`config.mk`:
```
export PLATFORM = sky130hd
export DESIGN_NAME = vram_arbiter
export DESIGN_NICKNAME = d
export VERILOG_FILES = /design/src/rtl/zed64_vram_pkg.sv /design/src/rtl/vram_arbiter.sv
export SDC_FILE = /design/constraint.sdc
export NUM_CORES = 1
export LEC_CHECK = 0
export ABC_AREA = 1
export CAP_MARGIN = 10
export CELL_PAD_IN_SITES_DETAIL_PLACEMENT = 2
export CELL_PAD_IN_SITES_GLOBAL_PLACEMENT = 2
export CORE_UTILIZATION = 25
export DETAILED_ROUTE_END_ITERATION = 8
export PLACE_DENSITY_LB_ADDON = 0.1
export SYNTH_ARGS = -nofsm -noshare
export SYNTH_HDL_FRONTEND = slang
export SYNTH_SLANG_ARGS = --single-unit
```
`constraint.sdc`:
```
create_clock -name pixel_clock -period 1.8 [get_ports pixel_clock]
set_clock_uncertainty 0.1 [all_clocks]
set_input_delay 0.18 -clock pixel_clock [delete_from_list [all_inputs] [get_ports pixel_clock]]
set_output_delay 0.18 -clock pixel_clock [all_outputs]
set_load 0.05 [all_outputs]
```
`src/rtl/zed64_vram_pkg.sv`:
```
// Shared VRAM geometry and arbiter encodings for the zed64 video subsystem.
package zed64_vram_pkg;

  localparam int unsigned VRAM_AW = 13;
  localparam int unsigned VRAM_DW = 8;
  localparam int unsigned WAIT_W  = 8;

  // Issue-slot state: which access (if any) was placed on the RAM port this cycle.
  typedef enum logic [1:0] {
    StIdle  = 2'd0,
    StVid   = 2'd1,
    StCpuRd = 2'd2,
    StCpuWr = 2'd3
  } slot_e;

  // Owner of a read travelling through the RAM latency pipeline.
  typedef enum logic [1:0] {
    TagNone = 2'd0,
    TagVid  = 2'd1,
    TagCpu  = 2'd2
  } tag_e;

endpackage

```
`src/rtl/vram_arbiter.sv`:
```
// Single-port VRAM arbiter: video fetches have absolute priority, CPU accesses
// fill idle slots; reads return through a two-stage tag pipeline.
module vram_arbiter
  import zed64_vram_pkg::*;
#(
  parameter int unsigned MAX_WAIT = 64
) (
  input  logic               pixel_clock,
  input  logic               reset_n,
  input  logic               vid_req,
  input  logic [VRAM_AW-1:0] vid_adr,
  output logic [VRAM_DW-1:0] vid_dat,
  output logic               vid_valid,
  input  logic               cpu_req,
  input  logic               cpu_we,
  input  logic [VRAM_AW-1:0] cpu_adr,
  input  logic [VRAM_DW-1:0] cpu_wdat,
  output logic [VRAM_DW-1:0] cpu_rdat,
  output logic               cpu_ack,
  output logic [VRAM_AW-1:0] ram_adr,
  output logic               ram_we,
  output logic [VRAM_DW-1:0] ram_wdat,
  input  logic [VRAM_DW-1:0] ram_rdat,
  output logic               cpu_starved
);

  localparam logic [WAIT_W-1:0] MaxWait = WAIT_W'(MAX_WAIT);

  slot_e              slot_q, slot_d;
  tag_e               tag0_q, tag0_d, tag1_q;
  logic [VRAM_AW-1:0] ram_adr_q, ram_adr_d;
  logic               ram_we_q, ram_we_d;
  logic [VRAM_DW-1:0] ram_wdat_q, ram_wdat_d;
  logic [VRAM_DW-1:0] vid_dat_q, vid_dat_d;
  logic               vid_valid_q, vid_valid_d;
  logic [VRAM_DW-1:0] cpu_rdat_q, cpu_rdat_d;
  logic               cpu_ack_q, cpu_ack_d;
  logic [WAIT_W-1:0]  wait_q, wait_d;
  logic               starved_q, starved_d;
  logic               cpu_busy, cpu_grant;

  // A CPU transaction stays in flight up to and including the cycle its ack is
  // visible, so a request still held during the ack is not granted twice.
  assign cpu_busy  = (slot_q == StCpuRd) || (slot_q == StCpuWr) ||
                     (tag1_q == TagCpu) || cpu_ack_q;
  assign cpu_grant = cpu_req && !vid_req && !cpu_busy;

  always_comb begin
    slot_d     = StIdle;
    tag0_d     = TagNone;
    ram_adr_d  = ram_adr_q;
    ram_we_d   = 1'b0;
    ram_wdat_d = ram_wdat_q;
    if (vid_req) begin
      slot_d    = StVid;
      tag0_d    = TagVid;
      ram_adr_d = vid_adr;
    end else if (cpu_grant) begin
      slot_d    = cpu_we ? StCpuWr : StCpuRd;
      tag0_d    = cpu_we ? TagNone : TagCpu;
      ram_adr_d = cpu_adr;
      if (cpu_we) begin
        ram_we_d   = 1'b1;
        ram_wdat_d = cpu_wdat;
      end
    end
  end

  always_comb begin
    vid_valid_d = (tag1_q == TagVid);
    vid_dat_d   = (tag1_q == TagVid) ? ram_rdat : vid_dat_q;
    cpu_rdat_d  = (tag1_q == TagCpu) ? ram_rdat : cpu_rdat_q;
    cpu_ack_d   = (slot_q == StCpuWr) || (tag1_q == TagCpu);
  end

  // Only cycles where the CPU is genuinely pending (not being served) count as waiting.
  always_comb begin
    wait_d = wait_q;
    if (cpu_grant) begin
      wait_d = '0;
    end else if (cpu_req && !cpu_busy && (wait_q != {WAIT_W{1'b1}})) begin
      wait_d = wait_q + WAIT_W'(1);
    end
    starved_d = starved_q || (wait_d == MaxWait);
  end

  always_ff @(posedge pixel_clock or negedge reset_n) begin
    if (!reset_n) begin
      slot_q      <= StIdle;
      tag0_q      <= TagNone;
      tag1_q      <= TagNone;
      ram_adr_q   <= '0;
      ram_we_q    <= 1'b0;
      ram_wdat_q  <= '0;
      vid_dat_q   <= '0;
      vid_valid_q <= 1'b0;
      cpu_rdat_q  <= '0;
      cpu_ack_q   <= 1'b0;
      wait_q      <= '0;
      starved_q   <= 1'b0;
    end else begin
      slot_q      <= slot_d;
      tag0_q      <= tag0_d;
      tag1_q      <= tag0_q;
      ram_adr_q   <= ram_adr_d;
      ram_we_q    <= ram_we_d;
      ram_wdat_q  <= ram_wdat_d;
      vid_dat_q   <= vid_dat_d;
      vid_valid_q <= vid_valid_d;
      cpu_rdat_q  <= cpu_rdat_d;
      cpu_ack_q   <= cpu_ack_d;
      wait_q      <= wait_d;
      starved_q   <= starved_d;
    end
  end

  assign ram_adr     = ram_adr_q;
  assign ram_we      = ram_we_q;
  assign ram_wdat    = ram_wdat_q;
  assign vid_dat     = vid_dat_q;
  assign vid_valid   = vid_valid_q;
  assign cpu_rdat    = cpu_rdat_q;
  assign cpu_ack     = cpu_ack_q;
  assign cpu_starved = starved_q;

endmodule

```
* After elaboration in Yosys (flattened, before gate mapping) *
Cells that the tools add are included.

storage, ports and cells
  output and inout port bits = 41
  register bits after elaboration = 55
  word-level logic and storage cells = 46

operators by class
  reductions and logical operators = 13
  mux-type cells = 13
  eq/ne operators = 6
  add/subtract/negate cells = 1
  bitwise logic cells = 1

operators by type and width
  cell                                                                    number
  13-bit 2-to-1 mux                                                       2
  8-bit 2-to-1 mux                                                        2
  2-bit 2-to-1 mux                                                        5
  8-bit by 1-bit adder with 8-bit output (second input constant)          1
  8-bit by 7-bit equality test with 1-bit output (second input constant)  1
  8-bit inequality test (second input constant)                           1
  2-bit equality test (second input constant)                             3
  1-bit logical OR                                                        5
  1-bit logical AND                                                       4
  1-bit 2-to-1 mux                                                        4
  3-bit AND reduction                                                     1
  2-bit by 1-bit equality test with 1-bit output (second input constant)  1
  1-bit zero test                                                         2
  2-bit nonzero test                                                      1
  1-bit inverter                                                          1

* Depth between registers and ports, before layout *
Gate-level depths: netlist of the first run.

  depth in word-level cells = 11
  depth in mapped cells = 13
  mapped depth without buffers = 13

* Worst setup path after synthesis of the first run *
Ideal clock, no wire load.

  path type = flip-flop to flip-flop
  start = register cpu_ack_q (netlist: cpu_ack)
  end = register ram_adr_q[10] (netlist: ram_adr[10])
  setup slack = 0.112 ns
  required time = 1.619 ns
  stages on the path, launching flop included = 10
  setup time = 0.081 ns
  arrival = 1.506 ns
  path through = dfrtp_1 > inv_1 > nand3_2 > nor2_8 > nand2_4 > buf_6 > nand2_8 > buf_12 > nor2_2 > a31oi_2

between the ends
  cells in the longest elaborated chain, start to end = 4

ends and longest elaborated chain
  what                                 RTL line             source
  from (decl)                          vram_arbiter.sv:37   logic cpu_ack_q, cpu_ack_d;
  from (signal assigned)               vram_arbiter.sv:111  cpu_ack_q <= cpu_ack_d;
  1-bit logical OR                     vram_arbiter.sv:45   (tag1_q == TagCpu) || cpu_ack_q;
  1-bit zero test                      vram_arbiter.sv:46   assign cpu_grant = cpu_req && !vid_req && !cpu_busy;
  1-bit logical AND                    vram_arbiter.sv:46
  2-bit nonzero test (no source line)  n/a
  to (signal assigned)                 vram_arbiter.sv:105  ram_adr_q <= ram_adr_d;
  to (decl)                            vram_arbiter.sv:31   logic [VRAM_AW-1:0] ram_adr_q, ram_adr_d;

Every way passes these cells.
A chain may end at the register's enable or synchronous reset.

* Worst setup path in the final report of the first run *
  start = register ram_adr_q[3] (netlist: ram_adr[3])
  end = output ram_adr[3]

RTL lines
  what       RTL line            source
  to (decl)  vram_arbiter.sv:20  output logic [VRAM_AW-1:0] ram_adr,

No word-level cell between the ends.

==> impl_summary.md, run 1 <==
Synth
Of all cell types, the one taking the most synthesized area is dfrtp_1. The number of instances in the synthesized netlist is 280. After synthesis the cells add up to 2506 um^2. Synthesis inferred 55 register bits.

The fraction of synthesis flops using an asynchronous set or reset pin is 1.000. Counting distinct cell types in the post-synthesis netlist gives 24. The synthesized area per cell is just under 9 um^2. The number of enable flip-flop cells after synthesis is 0. When the netlist entered floorplanning its net count stood at 328.

The commonest cells after synthesis are nand2_1, dfrtp_1, inv_1. The sequential-to-total area share from yosys stat is 0.5492. The cell with the most instances after synthesis is nand2_1.

The number of warnings issued by yosys is 0. The fraction of post-synthesis cell area in the top cell type by area is 0.5492. The main flop type after synthesis is dfrtp_1. By area the synthesized netlist is led by dfrtp_1, nand2_1, inv_1, o21ai_0, a31oi_2.

Clock network
The number of clock buffers added by TritonCTS is 5. CTS placed an instance of clkbuf_8 at the clock tree root. The H-tree was split into 2 levels.

The clock insertion delay at the later pin of the skew report is 310 ps. The CTS tree is yes. Clock tree synthesis found a total of between 50 and 60 sinks. The clock-pin slew reported for the worst setup and hold paths after clock tree synthesis is 100 ps. In this run the deepest clock path goes through 2 buffers.

Routing
The number of iterations in the first detailed-routing pass is 4. The residual antenna-violating net count after detailed routing is 0. The post-detailed-route via-to-cell ratio is 4.232. The final layout contains routed wiring with a total length of 6.986 mm.

The first routing iteration left 50 violations. The per-cell routed wire length is 13.62 um. The detailed-route via count is around 2200. For this run, design rule violations remaining after detail routing come to 0.

Power and ir drop
The share of total power dissipated in combinational logic is 0.377. The register share of total power is 0.400. The maximum resistive drop on vdd is 407.1 uV.

The net switching share of the total power is 0.3917. Power spread over the standard cell area amounts to 1041 nW/um^2. Of the total power, the clock network draws 0.223. The cell internal power dissipation is roughly 2.4 mW.

The leakage power is around 2 nW. The total net switching power is 1.521 mW.

Status
The flow ran to the end, and the final reports show no timing, DRC or antenna violations.

Layout
The final cell utilization of the core is 0.3834. For this run, the number of standard cells in the final layout without fillers is 513. The number of antenna diodes in the final layout is 0. The net count of the finished layout is approximately 430. Of the cells placed in the final design, the portion with a size suffix greater than 1 is 0.1816.

The area growth from synthesis to layout is 48.83%.

Critical path
The worst register-to-register path begins at wait_q[0]$_DFF_PN0_. Together, buffers and inverters on the worst path number 1. In this run the register-to-register setup slack is 100 ps. The kind of cell adding the most delay to the critical path is buffers and inverters. On the critical path, the stage with the largest delay is an instance of clkdlybuf4s50_1.

The start point of the critical path is ram_adr[3]$_DFFE_PN0P_. The signal on the critical path passes through clkdlybuf4s50_1. The worst setup path is captured at a primary output. The largest single stage delay on the critical path is 800 ps. The endpoint required time on the critical path is about 1500 ps. The class of the most critical setup path is flop to primary output. Data on the critical path arrives at its endpoint at ~1500 ps. Along the worst path, the maximum fanout reaches 2. STA classifies the critical path startpoint as a flop.

Timing
For the pin with the worst max-slew slack, the measured transition is 529.6 ps. The share of the clock period used by the worst path after layout is 0.9739. Headroom to the max-slew limit came out at 0.6464. Setup repair after global routing could not meet its margin everywhere.

The worst slack on hold paths is roughly 260 ps. For the finished layout, the period the worst path requires is approximately 1800 ps. The final number of max-transition violations is 0.

The maximum clock rate is approximately 0.57 GHz. The final count of hold timing violations was 0. Setup violations remaining at the end of the flow were counted as 0.

Place
The global placer's final weighted congestion is 0.7336. The cell total after placement is 504. Once detailed placement completed, the half-perimeter wirelength came to 5.124 mm. The count of buffers inserted at the top-level ports is 87.

Job
Max-cap violations in this run came to 0.

Floorplan
The total area inside the core boundary comes to 9729 um^2. The floorplan step defined a die boundary enclosing 10430 um^2. The initialized floorplan defines 36 standard-cell rows.

The x dimension of the die is 102.1 um. The initial core utilization is 0.2576. The die is 102.1 um tall. The number of ports placed on the die boundary is slightly below 90.

Global routing
The number of antenna violations at the first check in global routing is 0. The largest net degree at the start of global routing is 56. The global-route congestion overflow total is 0. The first global-routing pass estimated 11.44 mm of wire.

The number of global-route vias before repair is 2356. The total routing usage reported by global routing is 0.1418.

Min path
The startpoint of the worst hold path is tag0_q[0]$_DFF_PN0_. The tightest min-delay check is of the flop to flop type.
-- path summary, 6_finish.rpt --
| check | end | cells past startpoint |
|---|---|---|
| worst max-delay path | ram_adr[3] | 1 |
| worst min-delay path | tag1_q[0]$_DFF_PN0_ | 0 |
| worst max register to register | cpu_starved$_DFF_PN0_ | 12 |
| worst min register to register | tag1_q[0]$_DFF_PN0_ | 0 |
| max in group asynchronous | tag1_q[1]$_DFF_PN0_ | 3 |
| min in group asynchronous | cpu_rdat[2]$_DFFE_PN0P_ | 3 |
-- layer usage --
metal | up-vias | share of wire | GRT usage
li1 | 1060 | - | -
met1 | 1054 | 0.44 | 0.1723
met4 | 0 | 0.0087 | 0.02967
met2 | 51 | 0.50 | 0.2540
met5 | - | 0 | 0
met3 | 6 | 0.049 | 0.03420
-- kinds of logic (layout without fill, tap and decap cells) --
| group | count (synthesis) | in the layout | synth area share |
|---|---|---|---|
| AO/OA/AOI/OAI | 31 | 31 | 0.08587 |
| XOR/XNOR | 2 | 2 | 0.006991 |
| adder cells (fa/ha/maj) | 1 | 1 | 0.004992 |
| buffers and inverters | 42 | 142 | 0.07738 |
| flip-flops | 55 | 55 | 0.5492 |
| AND/OR/NAND/NOR | 149 | 149 | 0.2756 |
-- per-stage QoR --
stage               power (mW)  setup WS (ps)  instance area (um^2)  setup TNS [ps]
CTS                      3.936          3.845                  3656               0
global placement         3.028          5.343                  3538               0
global route             4.109         -42.75                  3730          -42.75
floorplan                2.452          112.4                  2506               0
detailed placement       3.054         -24.98                  3538          -108.7
finish                   3.883          46.97                  3730               0
-- worst reg2reg max path, cell delays in order, from the launching register on --
cell	delay, ps
dfrtp_1	430
ha_4	190
nand2_2	110
nor2_4	50
nand2_4	120
nand2_8	80
inv_4	70
nand2_1	60
nand3_1	110
nand2_1	80
nor2_1	140
nand2_1	70
nand2_1	50
-- power groups by stage --
stage               Combinational (mW)  Clock, mW  Sequential (mW)
floorplan                        0.348          0             2.10
global placement                  1.46          0             1.57
detailed placement                1.48          0             1.58
CTS                               1.48      0.904             1.55
global route                      1.58      0.951             1.58
finish                            1.46      0.865             1.55
-- layout by cell type (no fill, tap or decap), types with 5 or more instances in the layout --
| cell | netlist | final |
|---|---|---|
| a31oi_1 | 6 | 6 |
| nand2_1 | 103 | 102 |
| clkdlybuf4s50_1 | 0 | 48 |
| a31oi_2 | 7 | 7 |
| nor2_2 | 9 | 9 |
| dfrtp_1 | 55 | 55 |
| nand3_1 | 10 | 10 |
| inv_1 | 30 | 30 |
| dlymetal6s2s_1 | 0 | 20 |
| nor2_1 | 13 | 13 |
| buf_4 | 0 | 25 |
| o21ai_0 | 18 | 18 |
| clkbuf_8 | 0 | 5 |
-- registers in the layout (all words and copies together) (netlist names) --
name,count
ram_wdat,8
vid_valid,1
tag1_q,2
wait_q,8
vid_dat,8
cpu_starved,1
cpu_ack,1
cpu_rdat,8
tag0_q,2
slot_q,2
ram_adr,13
ram_we,1
-- cell type report --
cell class	count	area (um^2)
Fill cell	1134	6000
Inverter	35	136.4
Clock buffer	6	72.57
Timing Repair Buffer	99	979.7
Sequential cell	55	1376
Multi-Input combinational cell	183	959.7
Clock inverter	2	38.79
Tap cell	133	166.4
-- what timing repair did --
action / CTS / global route
endpoints found under the hold margin: 55 / 0
setup endpoints to repair: 3 / 21
hold buffers: 1 / 0
gates resized for setup: 3 / 24
buffers inserted: 0 / 0
No activity file was read; power rests on OpenSTA's default activity.
==> inputs of run 2 (changes only) <==
CORE_UTILIZATION = 26   (was 25)
clock period = 1.62 ns   (was 1.8 ns; I/O delays follow)
==> impl_summary.md, run 2 (synthesis gave the netlist of run 1 again) <==
Critical path
The kind of capture point of the worst setup path is a flop (was primary output). The kind of start point of the critical path is a flop (unchanged). Counting stages on the worst path, the most repeated cell is nand2_1. Cell chain of the critical path: ha_4 -> nand2_4 -> nor2_4 -> nand2_4 -> nand2_8 -> nand2_1 -> o21ai_1 -> nand2_1 -> nand2_1 -> nor2_1 -> nand2_1 -> nand2_1 (was clkdlybuf4s50_1).

The maximum fanout encountered on the critical timing path was 8 (was 2). The class of the most critical setup path is flop to flop (was flop to primary output). The largest incremental delay on the critical path was 410 ps (was 800 ps). The cell with the largest stage delay on the worst path is dfrtp_1 (was clkdlybuf4s50_1).

The endpoint required time on the critical path was 1740 ps (was 1520 ps). The arrival time of the worst setup path was 1730 ps (was 1470 ps).

Routing
The per-cell routed wire length came to 13.49 um (was 13.62 um). The detailed-route via count is 2251 (was 2171). The detailed router's first-iteration violation count is 40 (was 50). The post-detailed-route via-to-cell ratio came to 4.279 (was 4.232). The final routed DRC violation total is 0 (unchanged). The routed wire length is 7.097 mm (was 6.986 mm). The residual antenna-violating net count after detailed routing is 0 (unchanged). The number of iterations in the first detailed-routing pass is 4 (unchanged).

Place
The detailed placement HPWL is 5.185 mm (was 5.124 mm). The count of buffers inserted at the top-level ports is 87 (unchanged). The cell total after placement is 511 (was 504). The global placer's final weighted congestion is 0.7491 (was 0.7336).

Clock network
The maximum root-to-sink buffer count is 2 (unchanged). The clock insertion delay at the later pin of the skew report is 310 ps (about the same). The clock-pin slew reported for the worst setup and hold paths after clock tree synthesis came to 110 ps (was 100 ps). The CTS tree was yes (unchanged). The number of buffers added by the clock tree synthesis step is 5 (unchanged). The root buffer cell is clkbuf_8 (unchanged). The H-tree depth came to 2 (unchanged).

The clock sink total came to 55 (unchanged).

Timing
The maximum clock rate is 0.6201 GHz. Setup repair after global routing missed its margin: true (unchanged). The normalized max-slew margin came to 0.6887 (was 0.6464). The final count of hold timing violations is 0 (unchanged). The minimum period implied by the final worst setup slack is 1613 ps.

The setup TNS is 0 ps (unchanged). The share of the clock period used by the worst path after layout is 0.9954. The final number of max-transition violations came to 0 (unchanged).

The final setup violation count is 0 (unchanged). The slew at the pin with the worst max-slew slack is 466.9 ps (was 529.6 ps).

Layout
The combined area of the multi-input logic cells was 1018 um^2 (was 959.7 um^2). The filler cell count in the final layout was 1055 (was 1134). The post-layout instance count excluding filler cells is 526 (was 513). The register cell area after layout is 1378 um^2 (was 1376 um^2). The number of flip-flops under the largest register name is 13 (unchanged). The signed area change from the synthesized netlist to the final layout was 52.47% (was 48.83%). The number of diodes added for antenna fixing is 0 (unchanged). The share of post-route cells with drive strength above 1 is 0.3023 (was 0.1816). Most used cells in the layout excluding fill and tap cells: nand2_1, buf_4, dfrtp_1 (was nand2_1, dfrtp_1, clkdlybuf4s50_1).

The commonest non-fill, non-tap cell in the layout is nand2_1 (unchanged). The post-layout net count came to 444 (was 427).

Status
Status: finished, final reports clean (unchanged).

Power and ir drop
The leakage power is 1.897 nW (was 1.987 nW). The maximum resistive drop on vdd is 433.6 uV (was 407.1 uV). The total power divided by cell area is 1105 nW/um^2 (was 1041 nW/um^2).

Global routing
The largest net degree at the start of global routing was 27 (was 56). The first-pass GRT wire length is 11.64 mm (was 11.44 mm). The global-route congestion overflow total is 0 (unchanged). The number of antenna violations at the first check in global routing was 0 (unchanged). The number of global-route vias before repair was 2356 (unchanged). The total routing usage reported by global routing is 0.1497 (was 0.1418).

Floorplan
The total die area came to 10040 um^2 (was 10430 um^2). The chip height is 100.2 um (was 102.1 um). The number of rows in the core area is 35 (was 36).

The area of the core is 9284 um^2 (was 9729 um^2). The initial core utilization was 0.2699 (was 0.2576). The number of ports placed on the die boundary is 88 (unchanged).

The x dimension of the die is 100.2 um (was 102.1 um).

Job
The number of maximum-capacitance violations came to 0 (unchanged).

Min path
The class of the tightest hold or removal check is input pin to asynchronous set/reset pin (was flop to flop).
[run 2: cell count changes in the layout (fill, tap and decap cells not counted), sizes merged]
cell / previous run / this run
bufinv: 1 / 0
clkdlybuf4s50: 48 / 45
buf: 27 / 68
dlygate4sd2: 3 / 0
dlymetal6s2s: 20 / 0
nand2: 111 / 113
clkinvlp: 0 / 1
[run 2: path summary, 6_finish.rpt]
check	from	endpoint	cells after the start	slack, ps
worst max-delay path	wait_q[0]$_DFF_PN0_	cpu_starved$_DFF_PN0_	12	7
worst min-delay path	reset_n	cpu_rdat[4]$_DFFE_PN0P_	2	230
worst max register to register	wait_q[0]$_DFF_PN0_	cpu_starved$_DFF_PN0_	12	7
worst min register to register	tag0_q[1]$_DFF_PN0_	tag1_q[1]$_DFF_PN0_	0	260
max in group asynchronous	reset_n	slot_q[0]$_DFF_PN0_	3	700
min in group pixel_clock	tag0_q[1]$_DFF_PN0_	tag1_q[1]$_DFF_PN0_	0	260
[run 2: through the flow]
stage	setup slack (ps)	instance area [um^2]	total power, mW	hold slack (ps)	utilization
detailed placement	-195.3	3590	3.396	51.01	0.3867
finish	7.413	3821	4.223	225.9	0.4116
global route	-108.9	3821	4.471	262.8	0.4116
floorplan	14.84	2507	2.725	-233.6	-
global placement	-120.5	3590	3.352	45.24	0.3867
CTS	-18.72	3752	4.261	240.2	0.4042
[run 2: per-layer routing]
metal | up-vias | GRT usage | wire length, um
li1 | 1105 | - | -
met2 | 49 | 0.2561 | 3565
met4 | 0 | 0.03679 | 59
met1 | 1091 | 0.1882 | 3133
met5 | - | 0 | 0
met3 | 6 | 0.03900 | 337
[run 2: layout make-up]
| class | count | area share |
|---|---|---|
| Clock buffer | 6 | 0.01899 |
| Clock inverter | 2 | 0.004257 |
| Inverter | 35 | 0.03766 |
| Multi-Input combinational cell | 185 | 0.2665 |
| Sequential cell | 55 | 0.3605 |
| Tap cell | 129 | 0.04224 |
| Timing Repair Buffer | 114 | 0.2698 |
[run 2: timing repair]
| item | in CTS | in global routing |
|---|---|---|
| hold buffers | 1 | 0 |
| pin swaps | 4 | 11 |
| hold endpoints to repair | 15 | 0 |
| gates cloned | 1 | 1 |
| gates resized for setup | 10 | 9 |
| endpoints found under the setup margin | 2 | 16 |
| buffers inserted | 2 | 2 |
[run 2: power breakdown]
part | internal, mW | total, mW | switching [mW]
registers | 1.58 | 1.73 | 0.149
logic | 0.618 | 1.70 | 1.08
clock network | 0.312 | 0.796 | 0.484
[run 2: worst max-delay path, delay by kind of cell, from the launching register on]
kind / cells / cell delay [ps]
DFF: 1 / 410
and+or+nand+nor: 10 / 750
adders and majority gates: 1 / 160
AOI/OAI and AO/OA: 1 / 80
